==> config.mk <==
export PLATFORM = sky130hd
export DESIGN_NAME = cordic_vectoring
export DESIGN_NICKNAME = d
export VERILOG_FILES = /design/src/rtl/cordic_pkg.sv /design/src/rtl/q13_to_ieee754.sv /design/src/rtl/cordic_vectoring.sv
export SDC_FILE = /design/constraint.sdc
export NUM_CORES = 1
export LEC_CHECK = 0
export CAP_MARGIN = 20
export CORE_MARGIN = 2
export CORE_UTILIZATION = 35
export DETAILED_ROUTE_END_ITERATION = 12
export GPL_ROUTABILITY_DRIVEN = 1
export REMOVE_ABC_BUFFERS = 1
export SLEW_MARGIN = 20
export SYNTH_ARGS = -nofsm -noshare
export SYNTH_HDL_FRONTEND = slang
export SYNTH_SLANG_ARGS = --single-unit
==> constraint.sdc <==
create_clock -name i_clk -period 11.5 [get_ports i_clk]
set_clock_uncertainty 0.05 [all_clocks]
set_input_delay 1.725 -clock i_clk [delete_from_list [all_inputs] [get_ports i_clk]]
set_output_delay 1.725 -clock i_clk [all_outputs]
set_load 0.05 [all_outputs]
==> src/rtl/cordic_pkg.sv <==
// Shared constants for the CORDIC chains: Q2.13 angle format, atan table,
// canonical NaN and the vectoring FSM state encoding.
package cordic_pkg;

   localparam int WIDTH_DEF = 16;
   localparam int ITER_DEF  = 13;

   localparam int Q_INT  = 2;
   localparam int Q_FRAC = 13;
   localparam int Z_W    = 1 + Q_INT + Q_FRAC;

   localparam logic signed [Z_W-1:0] PI_Q13      = 16'sd25736;
   localparam logic signed [Z_W-1:0] HALF_PI_Q13 = 16'sd12868;

   localparam logic [31:0] NAN_CANON = 32'h7FC0_0000;

   // single-precision bias with the Q2.13 binary point folded in (127 - 13)
   localparam logic [7:0] F32_BIAS_Q = 8'd114;

   typedef enum logic [2:0] {
      ST_IDLE    = 3'd0,
      ST_ALIGN   = 3'd1,
      ST_PREROT  = 3'd2,
      ST_ITERATE = 3'd3,
      ST_PACK    = 3'd4
   } state_t;

   function automatic logic signed [Z_W-1:0] atan_tab(input logic [3:0] i);
      case (i)
         4'd0:    return 16'sd6434;
         4'd1:    return 16'sd3798;
         4'd2:    return 16'sd2007;
         4'd3:    return 16'sd1019;
         4'd4:    return 16'sd511;
         4'd5:    return 16'sd256;
         4'd6:    return 16'sd128;
         4'd7:    return 16'sd64;
         4'd8:    return 16'sd32;
         4'd9:    return 16'sd16;
         4'd10:   return 16'sd8;
         4'd11:   return 16'sd4;
         4'd12:   return 16'sd2;
         default: return 16'sd0;
      endcase
   endfunction

endpackage

==> src/rtl/q13_to_ieee754.sv <==
// Converts a signed Q2.13 angle to an IEEE-754 single (truncating, zero-exact).
// Purely combinational so any Q2.13 producer can reuse it.
module q13_to_ieee754
   import cordic_pkg::*;
(
   input  logic signed [Z_W-1:0] i_z,
   output logic [31:0]           o_ieee754
);

   logic [Z_W-1:0] w_mag;
   logic [3:0]     w_msb;
   logic [4:0]     w_shift;
   logic [22:0]    w_mant;
   logic [7:0]     w_exp;

   always_comb begin
      w_mag = i_z[Z_W-1] ? $unsigned(-i_z) : $unsigned(i_z);
      w_msb = '0;
      for (int k = 0; k < Z_W; k++) begin
         if (w_mag[k]) w_msb = 4'(k);
      end
      // the hidden bit falls off the top of the 23-bit field
      w_shift   = 5'd23 - {1'b0, w_msb};
      w_mant    = {7'd0, w_mag} << w_shift;
      w_exp     = F32_BIAS_Q + {4'd0, w_msb};
      o_ieee754 = (w_mag == '0) ? 32'd0 : {i_z[Z_W-1], w_exp, w_mant};
   end

endmodule

==> src/rtl/cordic_vectoring.sv <==
// Vectoring-mode CORDIC: atan2(y, x) from two IEEE half operands to an IEEE
// single angle, one micro-rotation per clock.
//
// state   | meaning
// IDLE    | ready high, waits for valid_in; operands captured on accept
// ALIGN   | unpack halves, align mantissas to the larger exponent, apply signs
// PREROT  | fold the left half-plane onto the right, seed z with +/-pi or 0
// ITERATE | ITER micro-rotations driving y toward zero
// PACK    | convert z, register outputs, pulse done on the way back to IDLE
module cordic_vectoring
   import cordic_pkg::*;
#(
   parameter int WIDTH = WIDTH_DEF,
   parameter int ITER  = ITER_DEF
)(
   input  logic        i_clk,
   input  logic        i_rst_n,
   input  logic        i_valid_in,
   input  logic [15:0] i_x_ieee754,
   input  logic [15:0] i_y_ieee754,
   output logic [31:0] o_angle_ieee754,
   output logic [1:0]  o_quadrant,
   output logic        o_nan_out,
   output logic        o_ready,
   output logic        o_done
);

   localparam int XW    = WIDTH + 1;
   localparam int CNT_W = 4;
   localparam logic [CNT_W-1:0] LAST_ITER = CNT_W'(ITER - 1);

   state_t r_state, w_next;

   logic [15:0]             r_x_h, r_y_h;
   logic signed [XW-1:0]    r_x, r_y;
   logic signed [Z_W-1:0]   r_z;
   logic [CNT_W-1:0]        r_iter;
   logic                    r_inv, r_zero;
   logic [31:0]             r_angle;
   logic [1:0]              r_quad;
   logic                    r_nan, r_done;

   logic                    w_accept, w_last;
   logic [4:0]              w_xe, w_ye, w_ediff;
   logic [10:0]             w_xm, w_ym;
   logic                    w_x_ge, w_y_ge, w_inv, w_zero;
   logic [WIDTH-1:0]        w_x_pl, w_y_pl, w_x_mag, w_y_mag;
   logic signed [XW-1:0]    w_x_al, w_y_al, w_x_sh, w_y_sh;
   logic signed [Z_W-1:0]   w_atan;
   logic [31:0]             w_ieee;

   always_ff @(posedge i_clk or negedge i_rst_n) begin
      if (!i_rst_n) r_state <= ST_IDLE;
      else          r_state <= w_next;
   end

   always_comb begin
      w_next = r_state;
      case (r_state)
         ST_IDLE:    if (i_valid_in) w_next = ST_ALIGN;
         ST_ALIGN:   w_next = ST_PREROT;
         ST_PREROT:  w_next = ST_ITERATE;
         ST_ITERATE: if (w_last) w_next = ST_PACK;
         ST_PACK:    w_next = ST_IDLE;
         default:    w_next = ST_IDLE;
      endcase
   end

   always_comb begin
      o_ready  = (r_state == ST_IDLE);
      w_accept = o_ready & i_valid_in;
   end

   // Subnormals flush to zero; exponent 31 (inf/NaN) poisons the result.
   always_comb begin
      w_xe    = r_x_h[14:10];
      w_ye    = r_y_h[14:10];
      w_xm    = (w_xe == 5'd0) ? 11'd0 : {1'b1, r_x_h[9:0]};
      w_ym    = (w_ye == 5'd0) ? 11'd0 : {1'b1, r_y_h[9:0]};
      w_inv   = (w_xe == 5'h1F) | (w_ye == 5'h1F);
      w_x_ge  = (w_xe >= w_ye);
      w_y_ge  = (w_ye >= w_xe);
      w_ediff = w_x_ge ? (w_xe - w_ye) : (w_ye - w_xe);
      w_x_pl  = {{(WIDTH-13){1'b0}}, w_xm, 2'b00};
      w_y_pl  = {{(WIDTH-13){1'b0}}, w_ym, 2'b00};
      w_x_mag = w_x_ge ? w_x_pl : ((int'(w_ediff) >= WIDTH) ? '0 : (w_x_pl >> w_ediff));
      w_y_mag = w_y_ge ? w_y_pl : ((int'(w_ediff) >= WIDTH) ? '0 : (w_y_pl >> w_ediff));
      w_x_al  = r_x_h[15] ? -$signed({1'b0, w_x_mag}) : $signed({1'b0, w_x_mag});
      w_y_al  = r_y_h[15] ? -$signed({1'b0, w_y_mag}) : $signed({1'b0, w_y_mag});
      // y exactly zero on the non-negative x axis (or at the origin) is an exact 0
      w_zero  = (w_y_mag == '0) && ((w_x_mag == '0) || !r_x_h[15]);
   end

   always_comb begin
      w_x_sh = r_x >>> r_iter;
      w_y_sh = r_y >>> r_iter;
      w_atan = atan_tab(r_iter);
      w_last = (r_iter == LAST_ITER);
   end

   q13_to_ieee754 u_pack (
      .i_z       (r_z),
      .o_ieee754 (w_ieee)
   );

   always_ff @(posedge i_clk or negedge i_rst_n) begin
      if (!i_rst_n) begin
         r_x_h   <= '0;
         r_y_h   <= '0;
         r_x     <= '0;
         r_y     <= '0;
         r_z     <= '0;
         r_iter  <= '0;
         r_inv   <= 1'b0;
         r_zero  <= 1'b0;
         r_angle <= '0;
         r_quad  <= '0;
         r_nan   <= 1'b0;
         r_done  <= 1'b0;
      end else begin
         r_done <= 1'b0;
         case (r_state)
            ST_IDLE: begin
               if (w_accept) begin
                  r_x_h <= i_x_ieee754;
                  r_y_h <= i_y_ieee754;
               end
            end
            ST_ALIGN: begin
               r_x    <= w_x_al;
               r_y    <= w_y_al;
               r_inv  <= w_inv;
               r_zero <= w_zero;
            end
            ST_PREROT: begin
               r_iter <= '0;
               if (r_x[XW-1]) begin
                  r_x <= -r_x;
                  r_y <= -r_y;
                  r_z <= r_y_h[15] ? -PI_Q13 : PI_Q13;
               end else begin
                  r_z <= '0;
               end
            end
            ST_ITERATE: begin
               if (!r_y[XW-1]) begin
                  r_x <= r_x + w_y_sh;
                  r_y <= r_y - w_x_sh;
                  r_z <= r_z + w_atan;
               end else begin
                  r_x <= r_x - w_y_sh;
                  r_y <= r_y + w_x_sh;
                  r_z <= r_z - w_atan;
               end
               r_iter <= w_last ? '0 : r_iter + 1'b1;
            end
            ST_PACK: begin
               r_angle <= r_inv ? NAN_CANON : (r_zero ? 32'd0 : w_ieee);
               r_quad  <= {r_x_h[15], r_y_h[15]};
               r_nan   <= r_inv;
               r_done  <= 1'b1;
            end
            default: ;
         endcase
      end
   end

   assign o_angle_ieee754 = r_angle;
   assign o_quadrant      = r_quad;
   assign o_nan_out       = r_nan;
   assign o_done          = r_done;

endmodule

==> reports/metrics.yaml, run 1 <==
run_status:
  status: "complete, no violations"
clock_network:
  post_cts_buffers: 0
  cts-root-buf: "clkbuf_16"
  cts_buffer_depth: 2
  cts.clk_slew.worst_paths_ps: 70
  htree_levels: 4
  ctsHoldBuffers: 0
  clock_sinks: 126
  worst_skew_pair.late_latency_ps: 440
  cts_resized: 0
  cts_buffers: 17
  cts_tree: "done"
setup_path:
  end_kind: "flip-flop"
  crit_arrival_ps: 6120
  r2r_cells: 20
  worstPathRequired_ps: 11800
  crit_path_max_fanout: 39
  r2r-start: "r_iter[2]"
  timing.reg2reg.setup_slack_ps: 5680
  r2r-end: "r_y[15]"
  worstSetupPathType: "reg -> reg"
  start_kind: "flip-flop"
  crit_path_start: "r_iter[2]"
synthesis:
  async_reset_ff_frac: 1.000
  synth_adder_area_share: 0.07373
  synth_compound_area_frac: 0.2472
  synthMuxAreaShare: 0.1264
  ys.flop_type: "dfrtp_1"
  ys_types: 96
  synth-edff-count: 0
  yosys_warnings: 0
  synth_seq_area_share: 0.2212
  yosys-top-cells-count: "nand2_1, o21ai_0, nor2_1"
  synth_top_area_share: 0.2212
  synth_area_leader_cell: "dfrtp_1"
  synth_top_family_by_area: "compound AO/OA/AOI/OAI gates"
  yosys_register_bits: 126
  synth_area_leaders: "dfrtp_1, ha_1, nand2_1"
  synth-simple-area-share: 0.2088
  syn_area_mm2: 0.01425
  yosysMostFrequentCell: "nand2_1"
  synthXorXnorAreaFrac: 0.07066
  synth.avg_cell_area_um2: 7.871
  syn_inst: 1811
timing:
  fmax_mhz: 172.0
  setup_viol: 0
  fin_setup_tns_ps: 0
  hold_violations: 0
  finalMaxSlewViolations: 0
  relSlewSlack: 0.3054
  worst_slew_pin_slew_ps: 1042
  layout_setup_ws_ps: 5685
  finalCritPeriodShare: 0.5057
  rsz0062_at_grt: "false"
  period_needed_ps: 5815
global_route:
  grt_pass1_vias: 13130
  grt_usage: 0.2123
  antenna_found_initial: 0
  grt_pass1_wl_um: 71920
  grt_start_max_net_pins: 74
  grt.overflow.total: 0
finish:
  antenna_cells: 0
  nets: 1914
  nFillCells: 4108
  syn2layout_area_growth_pct: 11.31
  postLayoutCellArea_mm2: 0.01587
  fin_util: 0.3966
  drive_above_1_share: 0.09442
drt:
  ant_nets: 0
  routed_wirelength_um: 44330
  via_per_inst: 5.929
  dr.pass1.iters: 5
  drcViolationCount: 0
  vias: 13850
  drt_iter0_markers: 1360
  drt-wirelength-per-cell_um: 18.98
place:
  pre_cts_ws_ps: 5758
  io_buffers: 71
  dpl_cell_area_mm2: 0.01527
  place_hpwl_um: 33300
  place.gp.congestion: 0.9442
hold_path:
  hp-class: "reg -> reg"
  hp-start: "o_angle_ieee754[14]"
  min_to: "o_angle_ieee754[14]"
  hold_depth: 2
floorplanning:
  dieArea_mm2: 0.04236
  fp.dieH_um: 205.8
  start_util: 0.3563
  ios: 72
  core.rowCount: 73
  core-area_mm2: 0.04001
  fp.dieW_um: 205.8
job:
  max_cap_viol_count: 0
[registers in the layout (all words and copies together), names as in the netlist]
register         flops
o_angle_ieee754     31
o_done               1
o_nan_out            1
o_quadrant           2
r_inv                1
r_iter               4
r_state              3
r_x                 17
r_x_h               16
r_y                 17
r_y_h               16
r_z                 16
r_zero               1
[metrics by stage]
| step | cells | hold slack (ps) |
|---|---|---|
| finish | 2336 | 424.4 |
| global route | 2336 | 461.1 |
| CTS | 2336 | 430.4 |
| detailed placement | 2304 | 412.3 |
| global placement | 2304 | 415.9 |
| floorplan | 1690 | 422.7 |
[layer usage]
layer,up-vias,wire length (µm),track usage
met3,52,3185,0.03564
met5,-,0,0
li1,6611,-,-
met1,6696,19760,0.2855
met4,0,836,0.05638
met2,491,20550,0.3519
[cells by family (layout without fill, tap and decap cells)]
family,after synthesis,in the layout
buffers and inverters,187,187
DFF,126,126
and+or+nand+nor,627,627
AOI/OAI and AO/OA,542,542
muxes,133,133
xor gates and xnor gates,115,115
adders and majority gates,81,81
[worst max-delay path by stage]
| stage | end | slack [ps] | cells past startpoint |
|---|---|---|---|
| 4_1_cts | r_x[16] | 5720 | 21 |
| 3_3_place_gp | r_x[16] | 5890 | 21 |
| 5_1_grt | r_x[16] | 5070 | 21 |
| 2_1_floorplan | r_x[16] | 5800 | 20 |
| 6_report | r_y[15] | 5680 | 20 |
| 3_5_place_dp | r_x[16] | 5760 | 21 |
[cell usage in the layout, fill, tap and decap left out, drive strengths merged, types with 13 or more instances in the layout]
master,instances
o22ai,14
xor2,48
o31ai,17
xnor2,67
a211oi,14
nor2b,19
mux2i,51
nor2,153
clkdlybuf4s50,70
nand4,13
a31oi,19
ha,76
a21o,28
o21ai,160
buf,19
a21oi,130
o211ai,26
and2,28
nand2b,18
nand2,215
clkbuf,17
dfrtp,126
mux2,50
or3,23
mux4,32
nor3,60
o21a,15
inv,73
nand3,35
[area by class of cell]
type / instances / area, µm² / share of cell area
multi-input cells: 1498 / 10360 / 0.6531
flip-flops and latches: 126 / 3159 / 0.1991
repair buffers: 89 / 847.1 / 0.05338
well taps: 525 / 656.9 / 0.04140
clock buffers: 17 / 425.4 / 0.02681
inverters: 66 / 247.7 / 0.01561
clock inverters: 15 / 167.7 / 0.01057
[critical path, cell delays in order (launching register included)]
cell and delay [ps]:
dfrtp_1 330, buf_4 370, clkinv_1 800, mux4_2 830
nor2_1 150, nand2_1 70, nor2_1 310, nor2_1 90
xnor2_1 160, ha_1 340, a21o_1 170, a21o_1 160
a21oi_1 230, nor2b_1 80, a311o_1 360, a2111oi_0 490
nor3_1 130, a21oi_1 200, xnor2_1 140, a21oi_1 80
o211ai_1 190
Power of run 1 is not shown: default switching activity piles up to over one toggle a cycle in this logic, so the estimate is an artifact.
==> inputs of run 2 (changes only) <==
==> constraint.sdc (replaced) <==
create_clock -name i_clk -period 4.9 [get_ports i_clk]
set_clock_uncertainty 0.05 [all_clocks]
set_input_delay 0.735 -clock i_clk [delete_from_list [all_inputs] [get_ports i_clk]]
set_output_delay 0.735 -clock i_clk [all_outputs]
set_load 0.05 [all_outputs]
==> run 2 against run 1 <==
  * Wire length up 5.3%
  * First-iteration DRC count down 18%
  * Register-to-register slack worse by 5500 ps
  * Maximum frequency up 24%
  * Worst setup slack worse by 5500 ps
  * Flip-flop and latch count unchanged
  * Clock-buffer cell count up 1
  * Global-route usage up 0.95 points
==> reports/metrics.yaml, run 2 (synthesized netlist as in run 1, its figures left out) <==
floorplanning:
  ios: 72  # unchanged
  fp.dieW_um: 205.8  # unchanged
  fp.dieH_um: 205.8  # unchanged
  start_util: 0.3563  # unchanged
  dieArea_mm2: 0.04236  # unchanged
  core-area_mm2: 0.04001  # unchanged
  core.rowCount: 73  # unchanged
hold_path:
  hp-class: "in -> async"  # was reg -> reg
setup_path:
  start_kind: "flip-flop"  # unchanged
  cp_slowest_cell: "mux4_2"  # unchanged
  timing.reg2reg.setup_slack_ps: 200  # was 5680 ps
  cpLargestDelayFamily: "compound AO/OA/AOI/OAI gates"  # unchanged
  r2r-start: "r_iter[0]"  # was r_iter[2]
  r2r-end: "r_y[16]"  # was r_y[15]
  path_buf_inv: 3  # was 2
  worstSetupPathType: "reg -> reg"  # unchanged
  crit_path_max_fanout: 4  # was 39
  path_cells: "buf_4 -> buf_6 -> mux4_2 -> mux4_2 -> nor2_2 -> nand2_1 -> nor2_1 -> buf_4 -> a21oi_1 -> xnor2_1 -> ha_1 -> and4_1 -> o21ai_0 -> a21oi_2 -> o221ai_2 -> o21ai_1 -> a21o_1 -> a21oi_1 -> xnor2_1 -> a222oi_1 -> nand2_1"  # was buf_4 -> clkinv_1 -> mux4_2 -> nor2_1 -> nand2_1 -> nor2_1 -> nor2_1 -> xnor2_1 -> ha_1 -> a21o_1 -> a21o_1 -> a21oi_1 -> nor2b_1 -> a311o_1 -> a2111oi_0 -> nor3_1 -> a21oi_1 -> xnor2_1 -> a21oi_1 -> o211ai_1
  crit_arrival_ps: 4980  # was 6120 ps
  r2r_cells: 21  # was 20
  worstPathRequired_ps: 5180  # was 11,800 ps
  critPathMaxStageDelay_ps: 590  # was 830 ps
  end_kind: "flip-flop"  # unchanged
timing:
  setup_viol: 0  # unchanged
  finalCritPeriodShare: 0.9590  # was 0.5057
  fmax_mhz: 212.8  # was 172.0 MHz
  period_needed_ps: 4699  # was 5815 ps
  relSlewSlack: 0.3966  # was 0.3054
  worst_slew_pin_slew_ps: 901.7  # was 1042 ps
  finalMaxSlewViolations: 0  # unchanged
  hold_violations: 0  # unchanged
  rsz0062_at_grt: "true"  # was false
job:
  max_cap_viol_count: 0  # unchanged
global_route:
  antenna_found_initial: 0  # unchanged
  grt_start_max_net_pins: 61  # was 74
  grt.overflow.total: 0  # unchanged
  grt_pass1_wl_um: 74690  # was 71,920 µm
  grt_usage: 0.2219  # was 0.2123
  grt_pass1_vias: 13760  # was 13,130
clock_network:
  ctsHoldBuffers: 0  # unchanged
  htree_levels: 4  # unchanged
  cts_buffers: 17  # unchanged
  clock_sinks: 126  # unchanged
  cts_tree: "done"  # unchanged
  cts_buffer_depth: 2  # unchanged
  cts.clk_slew.worst_paths_ps: 70  # about the same
  worst_skew_pair.late_latency_ps: 450  # was 440 ps
  cts-root-buf: "clkbuf_16"  # unchanged
finish:
  nets: 2016  # was 1,914
  drive_above_1_share: 0.1542  # was 0.09442
  largest_register_ff_count: 31  # unchanged
  fin_util: 0.4200  # was 0.3966
  final_common_cell: "nand2_1"  # unchanged
  antenna_cells: 0  # unchanged
  final_cells: 2438  # was 2,336
  nFillCells: 4045  # was 4,108
  syn2layout_area_growth_pct: 17.88  # was 11.31%
  final_cell_mix: "nand2_1, o21ai_0, nor2_1"  # unchanged
drt:
  drcViolationCount: 0  # unchanged
  top_layer: "met4"  # unchanged
  drt-wirelength-per-cell_um: 19.14  # was 18.98 µm
  routed-wl-met2_um: 21760  # was 20,550 µm
  vias: 14450  # was 13,850
  m1WireLength_um: 20870  # was 19,760 µm
  wl_met3_um: 2813  # was 3185 µm
  ant_nets: 0  # unchanged
  dr.pass1.iters: 5  # unchanged
  drt_iter0_markers: 1111  # was 1,360
  routed_wirelength_um: 46670  # was 44,330 µm
  via_per_inst: 5.927  # was 5.929
place:
  place_hpwl_um: 35060  # was 33,300 µm
  io_buffers: 71  # unchanged
  placedCellCount: 2399  # was 2,304
  place.gp.congestion: 0.9185  # was 0.9442
run_status:
  status: "complete, no violations"  # unchanged
run 2: repair_timing:
action	in CTS	in global routing
buffers inserted	0	6
endpoints found under the setup margin	0	15
resized for setup	0	35
run 2: area by class of cell:
cell class | count | area [µm²] | area share
multi-input cells | 1498 | 10470 | 0.6233
flip-flops and latches | 126 | 3157 | 0.1879
repair buffers | 191 | 1695 | 0.1009
well taps | 525 | 656.9 | 0.03909
clock buffers | 18 | 439.2 | 0.02614
inverters | 66 | 247.7 | 0.01474
clock inverters | 14 | 133.9 | 0.007967
run 2: metrics by stage:
stage	area [µm²]	TNS, ps	hold slack (ps)	setup slack (ps)
after floorplan	13760	-7050	389.4	-797.3
after global placement	16020	0	413.1	170.4
after detailed placement	16020	0	420.0	75.35
after CTS	16600	0	237.8	41.22
after global routing	16800	-62.50	261.0	-23.06
final	16800	0	211.3	200.8
run 2: how the worst max path moves through the flow:
stage                     cells after the start  slack (ps)      start      end
after detailed placement                     19          80  r_iter[0]  r_y[16]
after global placement                       21         170  r_iter[0]  r_x[13]
after CTS                                    19          40  r_iter[0]  r_y[16]
after floorplan                              20        -800  r_iter[0]  r_x[16]
after global routing                         21         -20  r_iter[0]  r_y[13]
final                                        21         200  r_iter[0]  r_y[16]
run 2: layer usage:
metal  track usage  up-vias
li1              -     6819
met1        0.2981     6983
met2        0.3636      559
met3       0.03389       89
met4       0.07347        0
met5             0        -
Power of run 2 is left out for the same reason.
